$ cat config.mk
export PLATFORM = sky130hd
export DESIGN_NAME = csi_tx_packet_generator
export DESIGN_NICKNAME = d
export VERILOG_FILES = /design/src/rtl/csi_tx_packet_generator.sv
export SDC_FILE = /design/constraint.sdc
export NUM_CORES = 1
export LEC_CHECK = 0
export BUFFER_PORTS_ARGS = -buffer_cell sky130_fd_sc_hd__buf_2
export CORE_UTILIZATION = 62
export CTS_BUF_LIST = sky130_fd_sc_hd__clkbuf_16
export DETAILED_ROUTE_END_ITERATION = 10
export HOLD_SLACK_MARGIN = 0.1
export PLACE_DENSITY = 0.86
export SLEW_MARGIN = 20
export SYNTH_ARGS = -nofsm -noshare
export SYNTH_HDL_FRONTEND = slang
export SYNTH_SLANG_ARGS = --single-unit
$ cat constraint.sdc
create_clock -name clock -period 7.3 [get_ports clock]
set_input_delay 1.46 -clock clock [delete_from_list [all_inputs] [get_ports clock]]
set_output_delay 1.46 -clock clock [all_outputs]
set_load 0.03 [all_outputs]
$ cat src/rtl/csi_tx_packet_generator.sv
// CSI-2 transmit packet builder: frames FS/FE short packets and video lines
// (header + ECC, payload, CRC-16 footer), then holds HS low for an LP gap.
module csi_tx_packet_generator #(
    parameter logic [1:0]  VC         = 2'b00,
    parameter logic [5:0]  FS_DT      = 6'h00,
    parameter logic [5:0]  FE_DT      = 6'h01,
    parameter logic [5:0]  VIDEO_DT   = 6'h2A,
    parameter logic [15:0] MAX_LEN    = 16'd8192,
    parameter logic [15:0] FRAME_MAX  = 16'd65535,
    parameter logic [7:0]  GAP_CYCLES = 8'd16
) (
    input  logic        clock,
    input  logic        reset,
    input  logic        enable,
    input  logic        cmd_valid,
    output logic        cmd_ready,
    input  logic [1:0]  cmd_type,
    input  logic [15:0] cmd_len,
    input  logic [31:0] pay_data,
    input  logic        pay_valid,
    output logic        pay_ready,
    output logic [31:0] tx_data,
    output logic [3:0]  tx_keep,
    output logic        tx_valid,
    input  logic        tx_ready,
    output logic        tx_frame,
    output logic        tx_hs,
    output logic [15:0] frame_num
);
    typedef enum logic [2:0] {IDLE, HDR, PAYLOAD, FOOTER, GAP} state_t;

    localparam logic [1:0] T_FS   = 2'd0;
    localparam logic [1:0] T_FE   = 2'd1;
    localparam logic [1:0] T_LINE = 2'd2;

    function automatic logic [5:0] ecc_of(input logic [23:0] d);
        logic [5:0] p;
        p[0] = d[0]^d[1]^d[2]^d[4]^d[5]^d[7]^d[10]^d[11]^d[13]^d[16]^d[20]^d[21]^d[22]^d[23];
        p[1] = d[0]^d[1]^d[3]^d[4]^d[6]^d[8]^d[10]^d[12]^d[14]^d[17]^d[20]^d[21]^d[22]^d[23];
        p[2] = d[0]^d[2]^d[3]^d[5]^d[6]^d[9]^d[11]^d[12]^d[15]^d[18]^d[20]^d[21]^d[22];
        p[3] = d[1]^d[2]^d[3]^d[7]^d[8]^d[9]^d[13]^d[14]^d[15]^d[19]^d[20]^d[21]^d[23];
        p[4] = d[4]^d[5]^d[6]^d[7]^d[8]^d[9]^d[16]^d[17]^d[18]^d[19]^d[20]^d[22]^d[23];
        p[5] = d[10]^d[11]^d[12]^d[13]^d[14]^d[15]^d[16]^d[17]^d[18]^d[19]^d[21]^d[22]^d[23];
        return p;
    endfunction

    // Reflected CRC-16 (0x8408); word bit i is the i-th bit on the wire.
    function automatic logic [15:0] crc_word(input logic [15:0] c_in, input logic [31:0] d);
        logic [15:0] c;
        c = c_in;
        for (int i = 0; i < 32; i++) begin
            if (c[0] ^ d[i]) c = (c >> 1) ^ 16'h8408;
            else             c = c >> 1;
        end
        return c;
    endfunction

    state_t      state_q, state_d;
    logic [1:0]  type_q, type_d;
    logic [15:0] len_q, len_d;
    logic [15:0] cnt_q, cnt_d;
    logic [7:0]  gap_q, gap_d;
    logic [15:0] crc_q, crc_d;
    logic [15:0] frame_num_q, frame_num_d;
    logic [31:0] tx_data_q, tx_data_d;
    logic [3:0]  tx_keep_q, tx_keep_d;
    logic        tx_valid_q, tx_valid_d;
    logic        tx_frame_q, tx_frame_d;
    logic        tx_hs_q, tx_hs_d;
    logic        cmd_ready_q, cmd_ready_d;

    logic        load;
    logic [15:0] fn_next;
    logic [15:0] len_masked;
    logic [15:0] cnt_next;
    logic [15:0] hdr_wc;
    logic [5:0]  hdr_dt;
    logic [23:0] hdr_bits;

    assign load       = !tx_valid_q || tx_ready;
    assign pay_ready  = (state_q == PAYLOAD) && load && enable;
    assign cmd_ready  = cmd_ready_q && enable;
    assign fn_next    = (frame_num_q == 16'd0 || frame_num_q == FRAME_MAX) ? 16'd1 : frame_num_q + 16'd1;
    assign len_masked = cmd_len & 16'hFFFC;
    assign cnt_next   = cnt_q + 16'd4;
    assign hdr_bits   = {hdr_wc, VC, hdr_dt};

    assign tx_data   = tx_data_q;
    assign tx_keep   = tx_keep_q;
    assign tx_valid  = tx_valid_q;
    assign tx_frame  = tx_frame_q;
    assign tx_hs     = tx_hs_q;
    assign frame_num = frame_num_q;

    always_comb begin
        hdr_wc = len_q;
        hdr_dt = VIDEO_DT;
        case (type_q)
            T_FS:    begin hdr_wc = fn_next;     hdr_dt = FS_DT; end
            T_FE:    begin hdr_wc = frame_num_q; hdr_dt = FE_DT; end
            default: begin hdr_wc = len_q;       hdr_dt = VIDEO_DT; end
        endcase
    end

    always_comb begin
        state_d     = state_q;
        type_d      = type_q;
        len_d       = len_q;
        cnt_d       = cnt_q;
        gap_d       = gap_q;
        crc_d       = crc_q;
        frame_num_d = frame_num_q;
        tx_data_d   = tx_data_q;
        tx_keep_d   = tx_keep_q;
        tx_valid_d  = tx_valid_q;
        tx_frame_d  = tx_frame_q;
        tx_hs_d     = tx_hs_q;

        if (tx_valid_q && tx_ready) tx_valid_d = 1'b0;

        case (state_q)
            IDLE: begin
                if (cmd_valid && cmd_ready && cmd_type != 2'd3) begin
                    type_d  = cmd_type;
                    len_d   = (len_masked > MAX_LEN) ? MAX_LEN : len_masked;
                    tx_hs_d = 1'b1;
                    state_d = HDR;
                end
            end
            HDR: begin
                if (load) begin
                    tx_data_d  = {2'b00, ecc_of(hdr_bits), hdr_bits};
                    tx_keep_d  = 4'hF;
                    tx_valid_d = 1'b1;
                    tx_frame_d = 1'b1;
                    crc_d      = 16'hFFFF;
                    cnt_d      = 16'd0;
                    if (type_q == T_FS) frame_num_d = fn_next;
                    if (type_q != T_LINE)   state_d = GAP;
                    else if (len_q == 16'd0) state_d = FOOTER;
                    else                     state_d = PAYLOAD;
                end
            end
            PAYLOAD: begin
                if (pay_valid && pay_ready) begin
                    tx_data_d  = pay_data;
                    tx_keep_d  = 4'hF;
                    tx_valid_d = 1'b1;
                    crc_d      = crc_word(crc_q, pay_data);
                    cnt_d      = cnt_next;
                    if (cnt_next >= len_q) state_d = FOOTER;
                end
            end
            FOOTER: begin
                if (load) begin
                    tx_data_d  = {16'h0000, crc_q};
                    tx_keep_d  = 4'b0011;
                    tx_valid_d = 1'b1;
                    state_d    = GAP;
                end
            end
            GAP: begin
                // Counting starts once the final word has left the output register.
                if (load) begin
                    tx_frame_d = 1'b0;
                    tx_hs_d    = 1'b0;
                    if (gap_q + 8'd1 >= GAP_CYCLES) begin
                        gap_d   = 8'd0;
                        state_d = IDLE;
                    end else begin
                        gap_d = gap_q + 8'd1;
                    end
                end
            end
            default: state_d = IDLE;
        endcase

        cmd_ready_d = (state_d == IDLE);
    end

    always_ff @(posedge clock) begin
        if (reset) begin
            state_q     <= IDLE;
            type_q      <= 2'd0;
            len_q       <= 16'd0;
            cnt_q       <= 16'd0;
            gap_q       <= 8'd0;
            crc_q       <= 16'hFFFF;
            frame_num_q <= 16'd0;
            tx_data_q   <= 32'd0;
            tx_keep_q   <= 4'd0;
            tx_valid_q  <= 1'b0;
            tx_frame_q  <= 1'b0;
            tx_hs_q     <= 1'b0;
            cmd_ready_q <= 1'b0;
        end else if (enable) begin
            state_q     <= state_d;
            type_q      <= type_d;
            len_q       <= len_d;
            cnt_q       <= cnt_d;
            gap_q       <= gap_d;
            crc_q       <= crc_d;
            frame_num_q <= frame_num_d;
            tx_data_q   <= tx_data_d;
            tx_keep_q   <= tx_keep_d;
            tx_valid_q  <= tx_valid_d;
            tx_frame_q  <= tx_frame_d;
            tx_hs_q     <= tx_hs_d;
            cmd_ready_q <= cmd_ready_d;
        end
    end
endmodule

After elaboration in Yosys (flattened, before gate mapping). Cells that the tools add are included.

$add $sub $neg: 3. Order comparisons: 3. Eq/ne operators: 13. Multiplexer cells: 132. Bitwise gates (word level): 131. Reductions and logical operators: 27.

Operators with widths (number): two-way mux 16 bit (100); XOR 1 bit (99); two-way mux 32 bit (3); NOT 2 -> 3 bit (32); one-hot mux 16 bit (2 select lines) (3); one-hot mux 32 bit (3 select lines) (1); logical NOT 16 bit (2); two-way mux 3 bit (8); adder 16 x 1 -> 16 bit (second input constant) (1); adder 16 x 3 -> 16 bit (second input constant) (1); == test 16 bit (second input constant) (1); greater-or-equal comparator 16 bit (1); > comparator 16 x 14 -> 1 bit (second input constant) (1); AND reduction 4 bit (4); one-hot mux 3 bit (5 select lines) (1); two-way mux 4 bit (3); inequality test 2 bit (second input constant) (6); one-hot mux 4 bit (3 select lines) (1); one-hot mux 6 bit (2 select lines) (1); adder 8 x 1 -> 8 bit (second input constant) (1); greater-or-equal comparator 8 x 5 -> 1 bit (second input constant) (1); two-way mux 8 bit (1); logical AND 1 bit (7); two-way mux 1 bit (7); other kinds (15) (23).

Register bits after elaboration: 117. Output and inout port bits: 57.

Longest topological paths before layout. Gate-level depths: netlist of run 1.

Depth after elaboration: 131. Gate-level depth with buffers: 14. Depth with buffers taken out: 13.

Least setup slack after synthesis of run 1. OpenSTA, ideal clock, no wires.

Kind: input-to-output. Start: input tx_ready. End: output pay_ready. Arrival time: 2609 ps. Setup slack: 3231 ps. Stages: 4. Path buffers: 1. Cell sequence: nand2b_1 clkbuf_1 nand2_1 nor3_1.

Word-level cells in the longest chain between the ends: 3.

RTL lines: from (decl) (line 25) `input logic tx_ready,`; logical OR 1 bit (line 80) `assign load = !tx_valid_q || tx_ready;`; logical AND 1 bit (2 in series) (line 81) `assign pay_ready = (state_q == PAYLOAD) && load && enable;`; to (decl) (line 21) `output logic pay_ready,`.

Every way passes these cells.

Worst setup path after layout of run 1. Same ends and word-level chain as after synthesis.

==> results.txt, run 1 <==
The post-cts hold buffer count came out at 0. Of all nets on the critical path, the largest fanout is 8. The clock net in this run drives a total of 111 sinks. The post-route DRC violation count was 0; the die width was 110 um. For this run, the detailed router's first-pass iteration total came to 5.

The time the final worst path needs with I/O delays and setup works out to 4100 ps. The run gives 6046 as the number of global-route vias before repair. After Yosys synthesis, XOR and XNOR cells account for 20.5% of the synthesized area. For the final database, setup skew stands at 8.78 ps.

Sequential cells were found to cover 30.8% of the synthesized design area. For the post-cts gate resize count, the log shows 0. After Yosys synthesis, and, or, nand and nor cells account for 21.2% of the synthesized area. The tools report the final count of pins violating max slew as 0.

For this design the top-level I/O count stands at 113. Measured against its own limit, the worst slew margin works out to 23.4%. Clock latency on the worst-skew pair, taken at its later pin, is 350 ps. The layout filler cell count is 907.

Combinational logic burns 39.7% of the power. The cell at the root of the clock tree was sky130_fd_sc_hd__clkbuf_16. The total routing usage reported by global routing is 32.3%. The total overflow left after global routing is 0. Synthesis inferred 111 register bits. Clock tree synthesis inserted a total of 9 buffers.

In this run the power density over the cells is 232 nW/um^2. The run gives 664 uW as the net switching component of the power. In this run, the clock network consumes 26.6% of the power. IR analysis of the VDD net gives a maximum drop of 0.234 mV. The number of antenna diodes in the final layout is 0. The average detailed-routed wire length per instance was 17.9 um. Counting instances in the post-synthesis netlist gives the leading cell types as sky130_fd_sc_hd__dfxtp_1, sky130_fd_sc_hd__nor2_1, sky130_fd_sc_hd__xnor2_1, sky130_fd_sc_hd__nand2_1, sky130_fd_sc_hd__a21oi_1. Summed over all layers, the routed wires come to 19.5 mm. In this run the standard cell core region covers 11400 sq um. The share of synthesized cell area in full adder, half adder and majority cells came out at 3.12%.

The critical setup path kind was input port to primary output. The final weighted congestion in routability-driven placement was 0.912; the slew at the pin closest to its max-slew limit was 1150 ps. The post-route netlist has 17.5% of its cells at a drive strength greater than 1. The first global-routing pass estimated 29.9 mm of wire. The synthesized netlist net count was 949. From synthesis to final layout, the design area changed by 11.8%.

The height of the die was 110 um; the via count normalized by instance count was 6.13. The path class of the tightest hold or removal check is flop to flop. For this configuration, the core starts out at a cell density of 63.6%.

Across the run, the number of max-cap violations was 0. In this run the remaining antenna-violating nets after routing total 0. Final core utilization: 71.1%. The fraction of the mapped netlist area in compound gates came out at 17.0%. The most repeated cell in the gate-level netlist after synthesis was sky130_fd_sc_hd__dfxtp_1.

The via count is 6694. The main combinational cell family by area after synthesis was simple AND/OR/NAND/NOR gates. Summed over all cells, the static leakage comes to 0.00318 uW. Data arrives at the worst endpoint at 2640 ps. The cell type contributing the most total cell area after synthesis is sky130_fd_sc_hd__dfxtp_1. The combined area of all synthesized cells is 7230 sq um.

The Yosys step of the flow raised 0 warnings. Setup violations remaining at the end of the flow were counted as 0. The portion of synthesized cell area occupied by the leading cell type was 30.8%; the number of standard cells after synthesis was 875.

The post-synthesis async set-or-reset flop share works out to 0%. The violation count after the first detailed-routing iteration was 730; the number of enable-type register cells in the synthesized netlist was 0. Buffers placed on the I/O ports in this run total 110. Averaged over all synthesized cells, the footprint is 8.26 sq um.

After clock tree synthesis, the clock-pin slew on the worst setup and hold paths is 70 ps. Entering global routing, the biggest net connects 111 pins. The power after layout was 1880 uW; the count of unique library cells instantiated by Yosys was 64. Summed over all nets, the half-perimeter wirelength after detailed placement is 13.9 mm.

The run finished with clean final reports. Based on the critical path, the design can be clocked at up to 244 MHz. Count of nets after finishing: 1018.

In the post-route analysis, the smallest setup slack over all paths is 3200 ps. The tools report the kind of launch point of the worst setup path as an input port. The share of synthesized area spent on multiplexers is 3.00%, and the sum of negative setup slack is 0 ps. After floorplanning, the core was divided into 39 placement rows. Initial antenna violation count: 0. The tools report the power share of the sequential group as 33.7%. Of the total power, the share spent switching nets is 35.4%. The tools report the number of failing hold endpoints at the final stage as 0.

TritonCTS built the clock tree. The capturing element type of the critical path is a primary output. The final critical path takes up 56.2% of the cycle. In the post-synthesis netlist, the biggest area contributors are sky130_fd_sc_hd__dfxtp_1, sky130_fd_sc_hd__xnor2_1, sky130_fd_sc_hd__nor2_1, sky130_fd_sc_hd__xor2_1, sky130_fd_sc_hd__a21oi_1. Buffers added to address setup during post-CTS repair amount to 0. The tools report the total number of H-tree levels as 3. Commonest register cell after synthesis: sky130_fd_sc_hd__dfxtp_1.

OpenSTA, run right after detailed placement, puts the worst setup slack at 3030 ps. The internal power of the cells totals 1210 uW. Counting along the longest clock path gives a buffer depth of 2.

The die outline area came out at 12100 sq um. For the worst setup path, the data required time is 5840 ps. Setup repair after global routing left no endpoint under its margin.
per-stage QoR:
stage	cells	area, sq um	hold WS [ps]
final	1092	8080	453
after global routing	1092	8080	477
after CTS	1092	8080	454
after detailed placement	1076	7780	445
after global placement	1076	7780	436
after floorplan	875	7230	442
critical path, cell delays in order:
cell and delay (ps):
sky130_fd_sc_hd__buf_2 90, sky130_fd_sc_hd__nand2b_1 260, sky130_fd_sc_hd__nand2_1 240, sky130_fd_sc_hd__nor3_1 310, sky130_fd_sc_hd__buf_2 280
cell families (layout without fill, tap and decap cells):
logic type               Yosys count  in the layout
multiplexers                      20             20
AND/OR/NAND/NOR                  312            312
XOR/XNOR                         152            152
flip-flops                       111            111
buffers and inverters             79            153
adder cells (fa/ha/maj)           18             18
AO/OA/AOI/OAI                    183            183
path summary, 6_finish.rpt:
path	startpoint	end	slack [ps]	cells past startpoint
worst max-delay path	tx_ready	pay_ready	3200	5
worst min-delay path	tx_data[30]$_SDFFE_PP0P_	tx_data[30]$_SDFFE_PP0P_	450	2
worst max register to register	frame_num[0]$_SDFFE_PP0P_	tx_data[29]$_SDFFE_PP0P_	3360	11
worst min register to register	tx_data[30]$_SDFFE_PP0P_	tx_data[30]$_SDFFE_PP0P_	450	2
flip-flops by register name (all words and copies together), names as in the netlist, 2 cells and up:
name       count
tx_data       32
crc_q         16
frame_num     16
cnt_q         14
len_q         14
gap_q          8
state_q        3
tx_keep        2
type_q         2
layout make-up:
type                       instances  area, sq um  area share, %
sequential                       111         2220           27.5
timing repair buffer             119          621           7.68
multi-input combinational        685         4690           58.1
inverter                          18         67.6          0.836
tap                              143          179           2.21
clock inverter                     7         71.3          0.883
clock buffer                       9          225           2.79
cells in the final DEF (no fill, tap or decap), drive strengths merged, types with 3 or more instances in the layout:
cell type	netlist	final
a221oi	9	9
o31ai	5	5
nor2	108	108
o211ai	5	5
nand3b	6	6
inv	17	18
a21oi	49	49
ha	18	18
a222oi	4	4
clkinv	1	4
o22ai	9	9
xnor2	105	105
and4	3	3
clkbuf	48	9
nor3	38	38
a21o	8	8
dfxtp	111	111
nand2b	16	16
mux2	3	3
xor2	45	45
o21ai	32	32
and3	10	10
buf	13	119
or3	6	6
a22oi	20	20
nand3	26	26
nor3b	8	8
and2	6	6
nor4	11	11
mux2i	17	17
nand2	50	50
a211oi	22	22
a31oi	6	6
nor2b	8	8
nand4	11	11
power by group through the flow:
| stage | clock, uW | combinational [uW] | sequential (uW) |
|---|---|---|---|
| floorplan | 0 | 574 | 658 |
| global placement | 0 | 714 | 647 |
| detailed placement | 0 | 726 | 647 |
| CTS | 502 | 738 | 633 |
| global route | 527 | 785 | 636 |
| finish | 499 | 745 | 633 |
per-layer routing:
| layer | track usage [%] | routed length (um) | vias up |
|---|---|---|---|
| met5 | 0 | 0 | - |
| met4 | 17.5 | 945 | 0 |
| met3 | 5.69 | 1440 | 79 |
| met2 | 51.7 | 8850 | 331 |
| met1 | 41.2 | 8260 | 3078 |
| li1 | - | - | 3206 |
Note: power is estimated with default switching activity, not from simulation.
==> run 2, diff against run 1 <==
--- a/config.mk
+++ b/config.mk
@@ -5,12 +5,13 @@
 export SDC_FILE = /design/constraint.sdc
 export NUM_CORES = 1
 export LEC_CHECK = 0
+export ABC_AREA = 1
 export BUFFER_PORTS_ARGS = -buffer_cell sky130_fd_sc_hd__buf_2
-export CORE_UTILIZATION = 62
+export CORE_UTILIZATION = 53
 export CTS_BUF_LIST = sky130_fd_sc_hd__clkbuf_16
 export DETAILED_ROUTE_END_ITERATION = 10
 export HOLD_SLACK_MARGIN = 0.1
-export PLACE_DENSITY = 0.86
+export PLACE_DENSITY = 0.77
 export SLEW_MARGIN = 20
 export SYNTH_ARGS = -nofsm -noshare
 export SYNTH_HDL_FRONTEND = slang
==> constraint.sdc (replaced) <==
create_clock -name clock -period 3.72 [get_ports clock]
set_input_delay 0.744 -clock clock [delete_from_list [all_inputs] [get_ports clock]]
set_output_delay 0.744 -clock clock [all_outputs]
set_load 0.03 [all_outputs]
==> run 2 against run 1 <==
Final cell count rose by 50%. Combinational power grew 100%. Final area rose by 16%. Total power is 99% higher. Wire length rose by 27%. Critical endpoint is now cmd_ready_q$_SDFFE_PP0P_. Highest routed layer unchanged.
==> results.txt, run 2 <==
Number of post-CTS setup repair buffers: 0 (unchanged). The library cell used most frequently in the layout, excluding fill and tap cells, is sky130_fd_sc_hd__nand2_1. The antenna diode instance count is 0 (unchanged), and the setup slack at placement is 506 ps (-2530 ps). The tools report the post-cts hold buffer count as 0 (unchanged).

Cell type contributing the most total cell area after synthesis: sky130_fd_sc_hd__dfxtp_1. The tools report the standard-cell row count as 45 (+15%). The run gives 6 (+1) as the detailed-routing iteration count for the pre-antenna-repair pass. The net switching component of the power is 1570 uW (+140%). TritonCTS built the clock tree. The count of buffers from port buffering came out at 110 (unchanged). The startpoint identified for the worst hold timing path is gap_q[5]$_SDFFE_PP0P_. Kind of launch point of the worst setup path: a flop. Setup repair after global routing left no endpoint under its margin.

CTS sink count: 111 (unchanged). The relative area change from synthesis to final layout was 12.0%. Largest fanout on the critical path: 4 (-4).

The height of the die is 128 um (+16%). The tools report the number of synthesis warnings as 0 (unchanged). The total routing usage reported by global routing is 30.4% (-1.9 points).

The logs give 0 (unchanged) for the max-cap check violation count and 10.3 ps (+1.49 ps) for the post-route clock skew. For the final weighted congestion in routability-driven placement, the log shows 0.966 (+5.9%). The run gives 64 (-42%) as the maximum number of pins on one net before global-route repair. The commonest register cell after synthesis was sky130_fd_sc_hd__dfxtp_1. By area the synthesized netlist is led by sky130_fd_sc_hd__dfxtp_1, sky130_fd_sc_hd__nand2_1, sky130_fd_sc_hd__nand3_1, sky130_fd_sc_hd__inv_1, sky130_fd_sc_hd__a21oi_1.

The switching share of power was 42.0% (+6.6 points); the power per cell area was 397 nW/um^2 (+71%). The portion of synthesized cell area occupied by the leading cell type is 26.5% (-4.3 points), and the number of register bits inferred by synthesis is 111 (unchanged). The combined area of all synthesized cells was 8400 sq um (+16%); the total number of H-tree levels was 3 (unchanged). The flow ran to the end, and the final reports show no timing, DRC or antenna violations. The clock insertion delay at the later pin of the skew report is 360 ps (about the same), and the I/O pin total is 113 (unchanged).

Effective utilization at floorplan: 54.8% (-8.7 points). The post-synthesis async set-or-reset flop share is 0% (unchanged). The count of nets left with antenna violations after detail routing was 0 (unchanged); the aggregate routed wire length was 24.8 mm (+27%). The tools report the wire length of the first global-routing pass as 39.1 mm (+31%).

The final design area excluding fillers came out at 9410 sq um (+16%). The final core utilization was 61.4% (-9.7 points); the final count of pins violating max slew was 0 (unchanged). The run gives 26.5% (-4.3 points) as the share of the yosys chip area belonging to registers. The proportion of layout cells with a drive suffix above 1 is 18.2% (+0.75 points), and the post-cts gate resize count is 0 (unchanged). The post-DP HPWL is 18.9 mm (+36%).

The logs give 9 (unchanged) for the number of buffers created by CTS and 1500 (+47%) for the count of nets after finishing. The instance area after placement was 9120 sq um (+17%); the initial antenna violation count was 0 (unchanged). The internal power is 2160 uW (+78%), and the die width is 128 um (+16%).

In this run the critical register-to-register path is launched from cnt_q[4]$_SDFFE_PP0P_. The via count normalized by instance count came out at 5.47 (-11%). Required time at the endpoint of the critical path: 4020 ps (-1820 ps). The most critical setup path has its startpoint at cnt_q[4]$_SDFFE_PP0P_. The number of buffers on the longest clock path is 2 (unchanged), and the slew at the pin closest to its max-slew limit is 653 ps (-496 ps). Dividing the final minimum period by the clock period gives 88.5%. For the headroom to the max-slew limit, the log shows 55.9% (+33 points).

The run gives 16400 sq um (+35%) as the die outline area. The run gives 7672 (+27%) as the number of global-route vias before repair. The logs give 0 (unchanged) for the number of failing hold endpoints at the final stage and 0.363 mV (+55%) for the worst vdd rail ir drop. The violation count after the first detailed-routing iteration was 773 (+5.9%); the highest achievable clock rate was 304 MHz. The synthesized area divided by synthesized cell count came out at 6.29 sq um (-24%). The post-route DRC violation count was 0 (unchanged).

The number of enable-type register cells in the synthesized netlist was 0 (unchanged). Average detailed-routed wire length per instance: 15.1 um (-16%). The clock period could shrink to 3290 ps. Counting instances in the post-synthesis netlist gives the leading cell types as sky130_fd_sc_hd__nand2_1, sky130_fd_sc_hd__inv_1, sky130_fd_sc_hd__nand3_1, sky130_fd_sc_hd__a21oi_1, sky130_fd_sc_hd__dfxtp_1. The worst setup slack after layout is 426 ps (-2770 ps). The synthesized netlist net count came out at 1409 (+48%). The worst setup path is captured at a flop.

Part of the total power dissipated in combinational logic: 40.1% (+0.4 points). The via count was 8979 (+34%); the clock share of power was 25.9% (-0.7 points). For the placeable core region, the log shows 15300 sq um (+35%). The critical setup path kind is flop to flop. Remaining global-route overflow: 0 (unchanged).

The count of unique library cells instantiated by Yosys came out at 47 (-27%). The power share of the sequential group is 34.1% (+0.4 points). The final-report setup violation count is 0 (unchanged).

The tools report the number of standard cells after synthesis as 1335 (+53%). The power after layout came out at 3730 uW (+99%). The sum of negative setup slack came out at 0 ps (unchanged). Type of the most critical hold path: flop to flop.

For the critical path arrival, the log shows 3590 ps (+950 ps). The library cells used most frequently in the layout, excluding fill and tap cells, are sky130_fd_sc_hd__nand2_1, sky130_fd_sc_hd__inv_1, sky130_fd_sc_hd__nand3_1, sky130_fd_sc_hd__a21oi_1, sky130_fd_sc_hd__dfxtp_1. Clock edge transition at the registers on the reported setup and hold paths: 70 ps (about the same). Yosys instantiated no cell more often than sky130_fd_sc_hd__nand2_1. The tools report the cell leakage power as 0.00471 uW (+48%).

The tree is rooted in a sky130_fd_sc_hd__clkbuf_16. The number of flip-flops under the largest register name was 32 (unchanged).
run 2: changes by cell type after synthesis, sizes merged, moves of 16 or more:
cell	before	now
mux2i	17	0
nand2	50	432
inv	17	186
xnor2	105	14
clkbuf	48	25
nor2	108	64
o21ai	32	81
nand2b	16	0
nand3	26	139
a21oi	49	111
nor3	38	10
run 2: layout make-up:
cell class,instances,area [sq um]
Clock buffer,9,225
Clock inverter,7,57.6
Fill cell,1496,5910
Inverter,187,704
Multi-Input combinational cell,994,5280
Sequential cell,111,2220
Tap cell,211,264
Timing Repair Buffer,123,648
run 2: metal layers:
metal	wire [um]	up-vias	GRT usage (%)
met3	2060	31	4.17
met5	0	-	0
met1	11200	4040	42.7
met4	426	0	8.58
li1	-	4525	-
met2	11100	383	48.5
run 2: worst max-delay path, stage by stage (launching register included):
cell and delay (ps):
sky130_fd_sc_hd__dfxtp_1 390, sky130_fd_sc_hd__nand3_1 130, sky130_fd_sc_hd__nand3b_1 230, sky130_fd_sc_hd__nor4_1 360
sky130_fd_sc_hd__nand4_1 200, sky130_fd_sc_hd__nor2_1 130, sky130_fd_sc_hd__nand2_1 70, sky130_fd_sc_hd__xnor2_1 220
sky130_fd_sc_hd__ha_1 290, sky130_fd_sc_hd__nand2_1 90, sky130_fd_sc_hd__inv_1 40, sky130_fd_sc_hd__nand3_1 90
sky130_fd_sc_hd__inv_1 50, sky130_fd_sc_hd__a21oi_1 180, sky130_fd_sc_hd__nand3_1 100, sky130_fd_sc_hd__nand2_1 60
sky130_fd_sc_hd__o311ai_0 220, sky130_fd_sc_hd__nor3_1 250, sky130_fd_sc_hd__a21oi_1 60, sky130_fd_sc_hd__nor2_1 80
run 2: kinds of logic (layout without fill, tap and decap cells):
| kind of cell | after synthesis | in the layout | synth area share (%) |
|---|---|---|---|
| buf+inv | 230 | 326 | 10.7 |
| xor+xnor | 44 | 44 | 4.68 |
| flops | 111 | 111 | 26.5 |
| simple gates | 680 | 680 | 38.8 |
| compound gates | 252 | 252 | 16.7 |
| fa+ha+maj | 18 | 18 | 2.68 |
run 2: worst paths after layout:
| path | slack, ps | cells past startpoint | endpoint |
|---|---|---|---|
| worst min-delay path | 460 | 2 | gap_q[5]$_SDFFE_PP0P_ |
| worst min register to register | 460 | 2 | gap_q[5]$_SDFFE_PP0P_ |
| worst max-delay path | 430 | 19 | cmd_ready_q$_SDFFE_PP0P_ |
| worst max register to register | 430 | 19 | cmd_ready_q$_SDFFE_PP0P_ |
run 2: stage by stage:
step | cells | hold WS (ps)
floorplan | 1335 | 430
global placement | 1626 | 442
detailed placement | 1626 | 451
CTS | 1642 | 461
global route | 1642 | 479
finish | 1642 | 456
run 2: power by group through the flow:
stage / combinational, uW / sequential (uW) / clock, uW
2_1_floorplan: 1090 / 1340 / 0
3_3_place_gp: 1440 / 1300 / 0
3_5_place_dp: 1460 / 1300 / 0
4_1_cts: 1470 / 1270 / 976
5_1_grt: 1650 / 1280 / 1010
6_report: 1490 / 1270 / 966
